[config.mk]
export PLATFORM = sky130hd
export DESIGN_NAME = if_id_reg
export DESIGN_NICKNAME = d
export VERILOG_FILES = /design/src/rtl/mips_pipe_pkg.sv /design/src/rtl/sat_counter.sv /design/src/rtl/if_id_reg.sv
export SDC_FILE = /design/constraint.sdc
export NUM_CORES = 1
export LEC_CHECK = 0
export BUFFER_PORTS_ARGS = -buffer_cell sky130_fd_sc_hd__buf_2
export CORE_ASPECT_RATIO = 1.5
export CORE_UTILIZATION = 37
export DETAILED_ROUTE_END_ITERATION = 12
export PLACE_DENSITY = 0.75
export SLEW_MARGIN = 20
export SYNTH_ARGS = -nofsm -noshare
export SYNTH_HDL_FRONTEND = slang
export SYNTH_HIERARCHICAL = 1
export SYNTH_SLANG_ARGS = --single-unit
[constraint.sdc]
create_clock -name clk -period 1 [get_ports clk]
set_input_delay 0.05 -clock clk [delete_from_list [all_inputs] [get_ports clk]]
set_output_delay 0.05 -clock clk [all_outputs]
set_load 0.02 [all_outputs]
[src/rtl/mips_pipe_pkg.sv]
// ---------------------------------------------------------------------------
// mips_pipe_pkg
// Shared constants and types for the MIPS pipeline registers.
//   WORD_W        : datapath word width (instruction and PC words)
//   STALL_W       : width of the stall-cycle counter
//   FCNT_W        : width of the flush bubble counter
//   NOP_WORD_DEF  : default instruction word used as a pipeline bubble
//   if_id_state_e : IF/ID register control states (RUN, HOLD, FLUSH)
// ---------------------------------------------------------------------------
package mips_pipe_pkg;

    localparam int unsigned WORD_W  = 32;
    localparam int unsigned STALL_W = 16;
    localparam int unsigned FCNT_W  = 2;

    localparam logic [WORD_W-1:0] NOP_WORD_DEF = 32'h0000_0000;

    typedef enum logic [1:0] {
        ST_RUN   = 2'b00,
        ST_HOLD  = 2'b01,
        ST_FLUSH = 2'b10
    } if_id_state_e;

endpackage : mips_pipe_pkg

[src/rtl/sat_counter.sv]
// ---------------------------------------------------------------------------
// sat_counter
// Up-counter that increments on inc and sticks at its all-ones value.
// Ports:
//   clk   : clock, rising edge
//   rst_n : asynchronous active-low reset, clears the count
//   inc   : increment request for this cycle
//   count : registered count value
// ---------------------------------------------------------------------------
module sat_counter #(
    parameter int unsigned WIDTH = 16
) (
    input  logic             clk,
    input  logic             rst_n,
    input  logic             inc,
    output logic [WIDTH-1:0] count
);

    logic [WIDTH-1:0] count_q;
    logic [WIDTH-1:0] count_d;

    // Increment unless already saturated.
    always_comb begin
        count_d = count_q;
        if (inc && (count_q != {WIDTH{1'b1}})) begin
            count_d = count_q + WIDTH'(1);
        end
    end

    always_ff @(posedge clk or negedge rst_n) begin
        if (!rst_n) begin
            count_q <= '0;
        end else begin
            count_q <= count_d;
        end
    end

    assign count = count_q;

endmodule : sat_counter

[src/rtl/if_id_reg.sv]
// ---------------------------------------------------------------------------
// if_id_reg
// IF/ID pipeline register with stall (hold), flush (bubble insertion) and an
// optional stall-cycle counter.
// Parameters:
//   NOP_WORD     : instruction word presented while a bubble is in ID
//   FLUSH_CYCLES : bubble cycles produced by one flush pulse (1..3)
// Ports:
//   clk          : clock, rising edge
//   RST          : asynchronous active-low reset
//   PC_plus4_in  : PC+4 from fetch
//   Instr_in     : fetched instruction word
//   IFIDWrite    : 1 = capture, 0 = hold (hazard unit stall)
//   IF_Flush     : 1 = squash the fetched instruction
//   PC_plus4_out : registered PC+4 to decode
//   Instr_out    : registered instruction to decode
//   Valid_out    : 1 = real instruction, 0 = bubble
//   Stall_cnt    : saturating count of stalled cycles
// Build option:
//   IF_ID_STALL_CNT_EN : when defined, Stall_cnt counts stalled cycles;
//                        otherwise it is tied to zero and no counter exists.
// ---------------------------------------------------------------------------
module if_id_reg
    import mips_pipe_pkg::*;
#(
    parameter logic [WORD_W-1:0] NOP_WORD     = NOP_WORD_DEF,
    parameter int unsigned       FLUSH_CYCLES = 1
) (
    input  logic               clk,
    input  logic               RST,
    input  logic [WORD_W-1:0]  PC_plus4_in,
    input  logic [WORD_W-1:0]  Instr_in,
    input  logic               IFIDWrite,
    input  logic               IF_Flush,
    output logic [WORD_W-1:0]  PC_plus4_out,
    output logic [WORD_W-1:0]  Instr_out,
    output logic               Valid_out,
    output logic [STALL_W-1:0] Stall_cnt
);

    // Counter value loaded on a flush: remaining bubbles after the first.
    localparam logic [FCNT_W-1:0] FLUSH_LOAD = FCNT_W'(FLUSH_CYCLES - 1);

    if_id_state_e      state_q, state_d;
    logic [FCNT_W-1:0] cnt_q,   cnt_d;
    logic [WORD_W-1:0] pc_q,    pc_d;
    logic [WORD_W-1:0] instr_q, instr_d;
    logic              valid_q, valid_d;

    // Next-state and next-output logic; flush overrides everything else.
    always_comb begin
        state_d = state_q;
        cnt_d   = cnt_q;
        pc_d    = pc_q;
        instr_d = instr_q;
        valid_d = valid_q;

        if (IF_Flush) begin
            pc_d    = '0;
            instr_d = NOP_WORD;
            valid_d = 1'b0;
            cnt_d   = FLUSH_LOAD;
            state_d = (FLUSH_LOAD != '0) ? ST_FLUSH : ST_RUN;
        end else begin
            case (state_q)
                ST_RUN, ST_HOLD: begin
                    if (IFIDWrite) begin
                        pc_d    = PC_plus4_in;
                        instr_d = Instr_in;
                        valid_d = 1'b1;
                        state_d = ST_RUN;
                    end else begin
                        state_d = ST_HOLD;
                    end
                end
                ST_FLUSH: begin
                    // Bubble outputs stay put; IFIDWrite is ignored here.
                    if (cnt_q <= FCNT_W'(1)) begin
                        cnt_d   = '0;
                        state_d = ST_RUN;
                    end else begin
                        cnt_d = cnt_q - FCNT_W'(1);
                    end
                end
                default: begin
                    cnt_d   = '0;
                    state_d = ST_RUN;
                end
            endcase
        end
    end

    always_ff @(posedge clk or negedge RST) begin
        if (!RST) begin
            state_q <= ST_RUN;
            cnt_q   <= '0;
            pc_q    <= '0;
            instr_q <= NOP_WORD;
            valid_q <= 1'b0;
        end else begin
            state_q <= state_d;
            cnt_q   <= cnt_d;
            pc_q    <= pc_d;
            instr_q <= instr_d;
            valid_q <= valid_d;
        end
    end

    assign PC_plus4_out = pc_q;
    assign Instr_out    = instr_q;
    assign Valid_out    = valid_q;

`ifdef IF_ID_STALL_CNT_EN
    // A stall is a hold request while not flushing and not draining bubbles.
    logic stall_c;
    assign stall_c = (state_q != ST_FLUSH) && !IF_Flush && !IFIDWrite;

    sat_counter #(
        .WIDTH (STALL_W)
    ) u_stall_cnt (
        .clk   (clk),
        .rst_n (RST),
        .inc   (stall_c),
        .count (Stall_cnt)
    );
`else
    assign Stall_cnt = '0;
`endif

endmodule : if_id_reg

# After elaboration in Yosys (flattened, before gate mapping)
# Cells that the tools add are included.
[word_totals]
register_bits = 69
latch_bits = 0
ram_bits = 0
rom_bits = 0
inputBits = 68
out_inout_bits = 81
word_cells = 32
memories = 0
[op_classes]
add_sub_neg = 1
n_mul = 0
n_div = 0
n_lt_le_gt_ge = 1
n_eq_ne = 4
n_shift = 0
n_mux = 16
bitwise_logic = 0
n_reduce_logical = 5
[ops]
columns = ["op", "count"]
rows = [
  ["$mux W32", 6],
  ["$mux W2", 4],
  ["$pmux W2 S2", 2],
  ["$mux W1", 4],
  ["$reduce_bool A2 Y1", 2],
  ["$ne A3 B3 Y1 const B", 1],
  ["$eq A2 B1 Y1 const B", 1],
  ["$eq A2 B2 Y1 const B", 1],
  ["$le A2 B1 Y1 const B", 1],
  ["$logic_not A2 Y1", 1],
  ["$ne A2 B2 Y1 const B", 1],
  ["$reduce_and A2 Y1", 1],
  ["$reduce_or A2 Y1", 1],
  ["$sub A2 B1 Y2 const B", 1],
]

# Longest topological paths before layout
# Gate-level depths: netlist of run 1.
[depth]
ltp_word = 4
ltp_mapped = 4
mapped_depth_nobuf = 2

# Worst setup path after synthesis of run 1
# No wires, ideal clock.
[synth_path]
path_kind = "register to register"
from = "register, netlist name Instr_out[18]"
to = "register instr_q[18] (netlist: Instr_out[18])"
setup_time_ns = 0.132
t_arrival_ns = 0.613
required_time_ns = 0.868
slack_ns = 0.255
stages_incl_launch_ff = 3
period_less_slack_ns = 0.745
path_cell_list = "dfrtp_1 > mux2i_1 > nor2_1"
[synth_rtl]
columns = ["element", "line", "source"]
rows = [
  ["end signal, assigned", "if_id_reg.sv:104", "instr_q <= instr_d;"],
  ["end, declared", "if_id_reg.sv:47", "logic [WORD_W-1:0] instr_q, instr_d;"],
]

# Final worst setup path of run 1
[layout_path]
from = "register pc_q[6] (netlist: PC_plus4_out[6])"
to = "output port PC_plus4_out[6]"
[layout_rtl]
columns = ["element", "line", "source"]
rows = [
  ["start, declared", "if_id_reg.sv:46", "logic [WORD_W-1:0] pc_q, pc_d;"],
  ["start signal, assigned", "if_id_reg.sv:103", "pc_q <= pc_d;"],
  ["end, declared", "if_id_reg.sv:35", "output logic [WORD_W-1:0] PC_plus4_out,"],
]
# No word-level cell between the ends.

==> metrics, run 1 <==
detailed-router iteration count before antenna repair 4; Port Buffers 132; filler instances 612; Crit path largest cell delay 0.40 ns; largest area contributor in the netlist dfrtp_1; top cells by instance count after synthesis 66 x nor2_1, 65 x dfrtp_1, 64 x mux2i_1; fmax 1050 MHz; Critical Path Stages 1; DP Wirelength 4.10 mm; RSZ-0062 raised after global routing false; outcome finished clean; Crit Path Category reg -> out; Iteration-0 DRC Markers 95; end point of the critical path PC_plus4_out[6]; I/O Pins 149; setup TNS 0 ns; EDFF count, synth 0; core area 7230 um2; global-route wire length before repair 11.4 mm; ratio of cells with drive above 1 in the final layout 35.1%; Crit. Startpoint PC_plus4_out[6]$_DFFE_PN0P_; multi-input logic area 948 um2; Post-Syn Area 2760 um2; wire per inst 13.8 um; Clk Latency, worst-skew pair 0.34 ns; Power Density 1410 nW/um2; H-tree Lvls 3; CTS tree yes; ys async rst share 100%; Mean Syn Cell Area 12.2 um2; final wirelength 7.27 mm; Storage cell area 1630 um2; Worst Min Path Start Instr_in[4]; die width 72.5 um; Syn Inst Count 226; Crit Reg-Reg Startpoint PC_plus4_out[6]$_DFFE_PN0P_; CP max FO 2; GP Congestion 0.719; DRC 0; Worst path top cell family by delay flip-flops; Initial Util 38.2%; grt ovf 0; Clock Tree Buf Depth 2; CP endpoint kind output pin; Setup crit start kind flip-flop; yosys warns 6; Worst EP required 0.95 ns; Final Util 58.9%; ANT cells 0; worst hold path type in -> reg; Worst R2R Path Depth 2; chip height 108 um; Crit path buffers/inverters 1; worst path cell trace buf_2; die footprint 7820 um2; Max VDD drop 0.000886 V; post-synth top area share 58.9%; crit path time final 0.948 ns; global-route usage over all layers 19.5%; largest net degree at the start of global routing 66; Max Cap Viol 0; Reg clk slew, reported paths 0.07 ns; reg-to-reg setup timing slack 0.25 ns; Synth cell types 9; vias in the first global route 2464; Max Slew Vio Count 0; Sink Count 65; Setup violations, final 0; vias 2334; vias per std cell 4.43; predominant post-synthesis flop cell dfrtp_1; top-count cell post-synth nor2_1; total CTS buffers 9; Fin. Hold Viols 0; antenna violations before repair 0; DRT antenna net count 0; static leakage 0.00240 uW; period utilisation layout 94.8%; Synth area leaders dfrtp_1 59%, mux2i_1 23%, nor2_1 9.0%; CTS Root Cell clkbuf_8; Area Growth Syn to Fin 54.2%; Final nets 490; Seq/Total Area, Yosys 58.9%; clk_skew 0 ns; r2r endpoint PC_plus4_out[6]$_DFFE_PN0P_; CP max-delay cell dfrtp_1; site row count 38; Yosys reg bits 65; Arrival @ worst endpoint 0.90 ns
[logic make-up (layout without fill, tap and decap cells)]
group | after synthesis | count (layout) | synth area share, %
buffers and inverters | 30 | 216 | 8.79
muxes | 64 | 64 | 23.2
other | 1 | 16 | 0.136
and+or+nand+nor | 66 | 66 | 8.97
DFF | 65 | 65 | 58.9
[power by group]
part           total [uW]  internal (uW)  switching [uW]
combinational        1180            539             640
sequential           2860           2780            78.6
clock                1960           1020             932
[layout make-up]
| class | instances | share of cell area, % |
|---|---|---|
| timing repair buffer | 200 | 32.5 |
| clock inverter | 3 | 0.353 |
| tap | 100 | 2.94 |
| sequential | 65 | 38.2 |
| clock buffer | 13 | 3.73 |
| multi-input combinational | 146 | 22.3 |
[stage by stage]
stage               setup slack [ns]  power, uW  std cells  instance area [um2]  hold WS [ns]
finish                        0.0516       5990        527                 4260        0.0310
global route                  0.0222       6260        527                 4260        0.0400
CTS                           0.0322       6060        527                 4260       0.00203
detailed placement             0.128       3880        447                 3440        0.0929
global placement               0.156       3850        447                 3440        0.0869
floorplan                      0.255       3530        241                 2820        -0.246
[layer usage]
layer	wire length, um	track usage (%)	vias up
met5	0	0	-
met4	244	13.4	0
met3	329	2.72	19
met2	4100	36.8	97
met1	2600	18.9	1121
li1	-	-	1097
[flip-flops by register name, indices dropped and copies added, names as in the netlist]
name and count:
Instr_out 32, Valid_out 1, PC_plus4_out 32
[repair_timing]
| item | 4_1_cts | 5_1_grt |
|---|---|---|
| gates resized for setup | 0 | 0 |
| hold buffers | 64 | 0 |
| hold endpoints to repair | 128 | 0 |
| buffers inserted | 0 | 0 |
[how the worst min path moves through the flow]
stage	slack, ns	cells past startpoint	endpoint
2_1_floorplan	-0.25	0	Instr_out[0]$_DFFE_PN0P_
4_1_cts	0.002	3	Instr_out[4]$_DFFE_PN0P_
5_1_grt	0.04	3	Instr_out[4]$_DFFE_PN0P_
3_3_place_gp	0.09	2	Instr_out[16]$_DFFE_PN0P_
6_report	0.03	3	Instr_out[4]$_DFFE_PN0P_
3_5_place_dp	0.09	2	Instr_out[16]$_DFFE_PN0P_
[cell usage in the layout (no fill, tap or decap), drive strengths merged]
cell type,instances
dlygate4sd3,64
buf,136
nor2,66
conb,16
clkinv,3
mux2i,64
dfrtp,65
clkbuf,13
(Power assumes the default switching activity.)
==> run 2: changes to the inputs <==
--- a/config.mk
+++ b/config.mk
@@ -5,11 +5,12 @@
 export SDC_FILE = /design/constraint.sdc
 export NUM_CORES = 1
 export LEC_CHECK = 0
+export ABC_AREA = 1
 export BUFFER_PORTS_ARGS = -buffer_cell sky130_fd_sc_hd__buf_2
 export CORE_ASPECT_RATIO = 1.5
 export CORE_UTILIZATION = 37
 export DETAILED_ROUTE_END_ITERATION = 12
-export PLACE_DENSITY = 0.75
+export PLACE_DENSITY = 0.76
 export SLEW_MARGIN = 20
 export SYNTH_ARGS = -nofsm -noshare
 export SYNTH_HDL_FRONTEND = slang
==> metrics, run 2 <==
Crit path largest cell delay 0.40 ns (about the same); total CTS buffers 9 (unchanged); die width 71.5 um (was 72.5 um); Max Cap Viol 0 (unchanged); EDFF count, synth 0 (unchanged); r2r endpoint PC_plus4_out[20]$_DFFE_PN0P_ (was PC_plus4_out[6]$_DFFE_PN0P_); period utilisation layout 94.3% (was 94.8%); Flop pwr share 50.3% (was 47.7%); Worst EP required 0.95 ns (about the same); Post-Syn Area 2680 um2 (was 2760 um2); Port Buffers 132 (unchanged); global-route usage over all layers 20.3% (was 19.5%); Max Slew Vio Count 0 (unchanged); Sw Ratio 27.5% (was 27.6%); Crit Path Category reg -> out (unchanged); Max VDD drop 0.00100 V (was 0.000886 V); predominant post-synthesis flop cell dfrtp_1 (unchanged); Setup crit start kind flip-flop (unchanged); Syn Inst Count 297 (was 226); die footprint 7610 um2 (was 7820 um2); reg-to-reg setup timing slack 0.37 ns (was 0.25 ns); vias in the first global route 2724 (was 2464); yosys warns 6 (unchanged); commonest non-fill, non-tap cells in the layout 132 x buf_2, 128 x nand2_1, 66 x dlygate4sd3_1 (was 131 x buf_2, 66 x nor2_1, 65 x dfrtp_1); Combinational Power Share 19.3% (was 19.7%); worst path cell trace buf_2 (unchanged); GP Congestion 0.730 (was 0.719); Worst R2R Path Depth 2 (unchanged); Worst path top cell family by delay flip-flops (unchanged); Seq/Total Area, Yosys 60.6% (was 58.9%); outcome finished clean (unchanged); postcts setup bufs 0 (unchanged); Setup violations, final 0 (unchanged); CTS tree yes (unchanged); detailed-router iteration count before antenna repair 5 (was 4); ys async rst share 100% (unchanged); Clock Tree Buf Depth 2 (unchanged); Clk Latency, worst-skew pair 0.33 ns (was 0.34 ns); chip height 106 um (was 108 um); internal cell power 4120 uW (was 4340 uW); crit path time final 0.943 ns (was 0.948 ns); CP max-delay cell dfrtp_1 (unchanged); CP endpoint kind output pin (unchanged); Worst Min Path Start IFIDWrite (was Instr_in[4]); grt ovf 0 (unchanged); ratio of cells with drive above 1 in the final layout 30.0% (was 35.1%); top cells by instance count after synthesis 128 x nand2_1, 65 x dfrtp_1, 64 x nand3_1 (was 66 x nor2_1, 65 x dfrtp_1, 64 x mux2i_1); DRT antenna net count 0 (unchanged); Initial Util 38.6% (was 38.2%); Reg clk slew, reported paths 0.06 ns (was 0.07 ns); core area 6940 um2 (was 7230 um2); Clock power frac 30.4% (was 32.6%); antenna violations before repair 0 (unchanged); CTS Root Cell clkbuf_8 (unchanged); worst hold path type in -> reg (unchanged); wire per inst 12.8 um (was 13.8 um); Sink Count 65 (unchanged); clk_skew 0 ns (unchanged); site row count 37 (was 38); I/O Pins 149 (unchanged); ANT cells 0 (unchanged); Crit path buffers/inverters 1 (unchanged); Crit Reg-Reg Startpoint PC_plus4_out[20]$_DFFE_PN0P_ (was PC_plus4_out[6]$_DFFE_PN0P_); Arrival @ worst endpoint 0.89 ns (was 0.90 ns); largest net degree at the start of global routing 66 (unchanged); largest area contributor in the netlist dfrtp_1 (unchanged); Synth cell types 9 (unchanged); Final Util 59.8% (was 58.9%); hold endpoint PC_plus4_out[17]$_DFFE_PN0P_ (was Instr_out[4]$_DFFE_PN0P_); commonest non-fill, non-tap cell in the layout buf_2 (unchanged); Area Growth Syn to Fin 54.7% (was 54.2%); post-synth top area share 60.6% (was 58.9%); Hold Crit Depth 5 (was 3); setup TNS 0 ns (unchanged); Synth area leaders dfrtp_1 61%, nand2_1 18%, nand3_1 12% (was dfrtp_1 59%, mux2i_1 23%, nor2_1 9.0%); static leakage 0.00243 uW (was 0.00240 uW); global-route wire length before repair 12.0 mm (was 11.4 mm); Final nets 558 (was 490); fmax 1060 MHz (was 1050 MHz); vias per std cell 4.73 (was 4.43); Mean Syn Cell Area 9.04 um2 (was 12.2 um2); Power Density 1370 nW/um2 (was 1410 nW/um2); Fin. Hold Viols 0 (unchanged); Iteration-0 DRC Markers 155 (was 95); P_sw 1560 uW (was 1650 uW); RSZ-0062 raised after global routing false (unchanged); final wirelength 7.30 mm (was 7.27 mm); H-tree Lvls 3 (unchanged); Yosys reg bits 65 (unchanged); DP Wirelength 3.99 mm (was 4.10 mm); CP max FO 2 (unchanged); vias 2703 (was 2334); DRC 0 (unchanged); top-count cell post-synth nand2_1 (was nor2_1)
## run 2: per-stage QoR
stage          cell area, um2  hold slack (ns)  std cells  setup slack, ns  total power [uW]
2_1_floorplan            2740           -0.246        312            0.311              3430
3_3_place_gp             3350           0.0881        491            0.205              3770
3_5_place_dp             3350           0.0943        491            0.173              3790
4_1_cts                  4150            0.234        571           0.0313              5770
5_1_grt                  4150            0.258        571          0.00850              6000
6_report                 4150            0.239        571           0.0565              5680
## run 2: repair_timing
item | in CTS | in global routing
endpoints found under the hold margin | 130 | 0
gates resized for setup | 0 | 0
hold buffers | 66 | 0
endpoints found under the setup margin | 0 | 0
## run 2: final cells by class
type / count / area [um2]
Fill cell: 587 / 2790
Multi-Input combinational cell: 211 / 880
Clock inverter: 1 / 5.00
Sequential cell: 65 / 1630
Inverter: 1 / 3.75
Clock buffer: 13 / 139
Timing Repair Buffer: 202 / 1400
Tap cell: 78 / 97.6
## run 2: how the worst max path moves through the flow
stage,endpoint,start,cells after the start
after floorplan,Valid_out$_DFFE_PN0P_,Valid_out$_DFFE_PN0P_,2
after global placement,Instr_out[28]$_DFFE_PN0P_,IF_Flush,5
after detailed placement,PC_plus4_out[13]$_DFFE_PN0P_,IF_Flush,5
after CTS,Instr_out[31],Instr_out[31]$_DFFE_PN0P_,1
after global routing,Instr_out[5],Instr_out[5]$_DFFE_PN0P_,1
final,Instr_out[31],Instr_out[31]$_DFFE_PN0P_,1
## run 2: cell families after synthesis
group,Yosys count,share of synthesized area (%)
other,1,0.140
buffers and inverters,36,8.72
flip-flops,65,60.6
AND/OR/NAND/NOR,195,30.5
## run 2: layer usage
| metal | up-vias | part of all wire, % | global-route usage (%) |
|---|---|---|---|
| met5 | - | 0 | 0 |
| met4 | 0 | 3.3 | 11.9 |
| met3 | 26 | 6.1 | 4.55 |
| met2 | 133 | 51 | 35.0 |
| met1 | 1251 | 40 | 22.7 |
| li1 | 1293 | - | - |
## run 2: power groups by stage
| stage | Sequential, uW | Combinational (uW) | Clock, uW |
|---|---|---|---|
| global placement | 2900 | 875 | 0 |
| floorplan | 3090 | 345 | 0 |
| finish | 2860 | 1090 | 1730 |
| global route | 2870 | 1190 | 1940 |
| detailed placement | 2900 | 892 | 0 |
| CTS | 2850 | 1090 | 1820 |
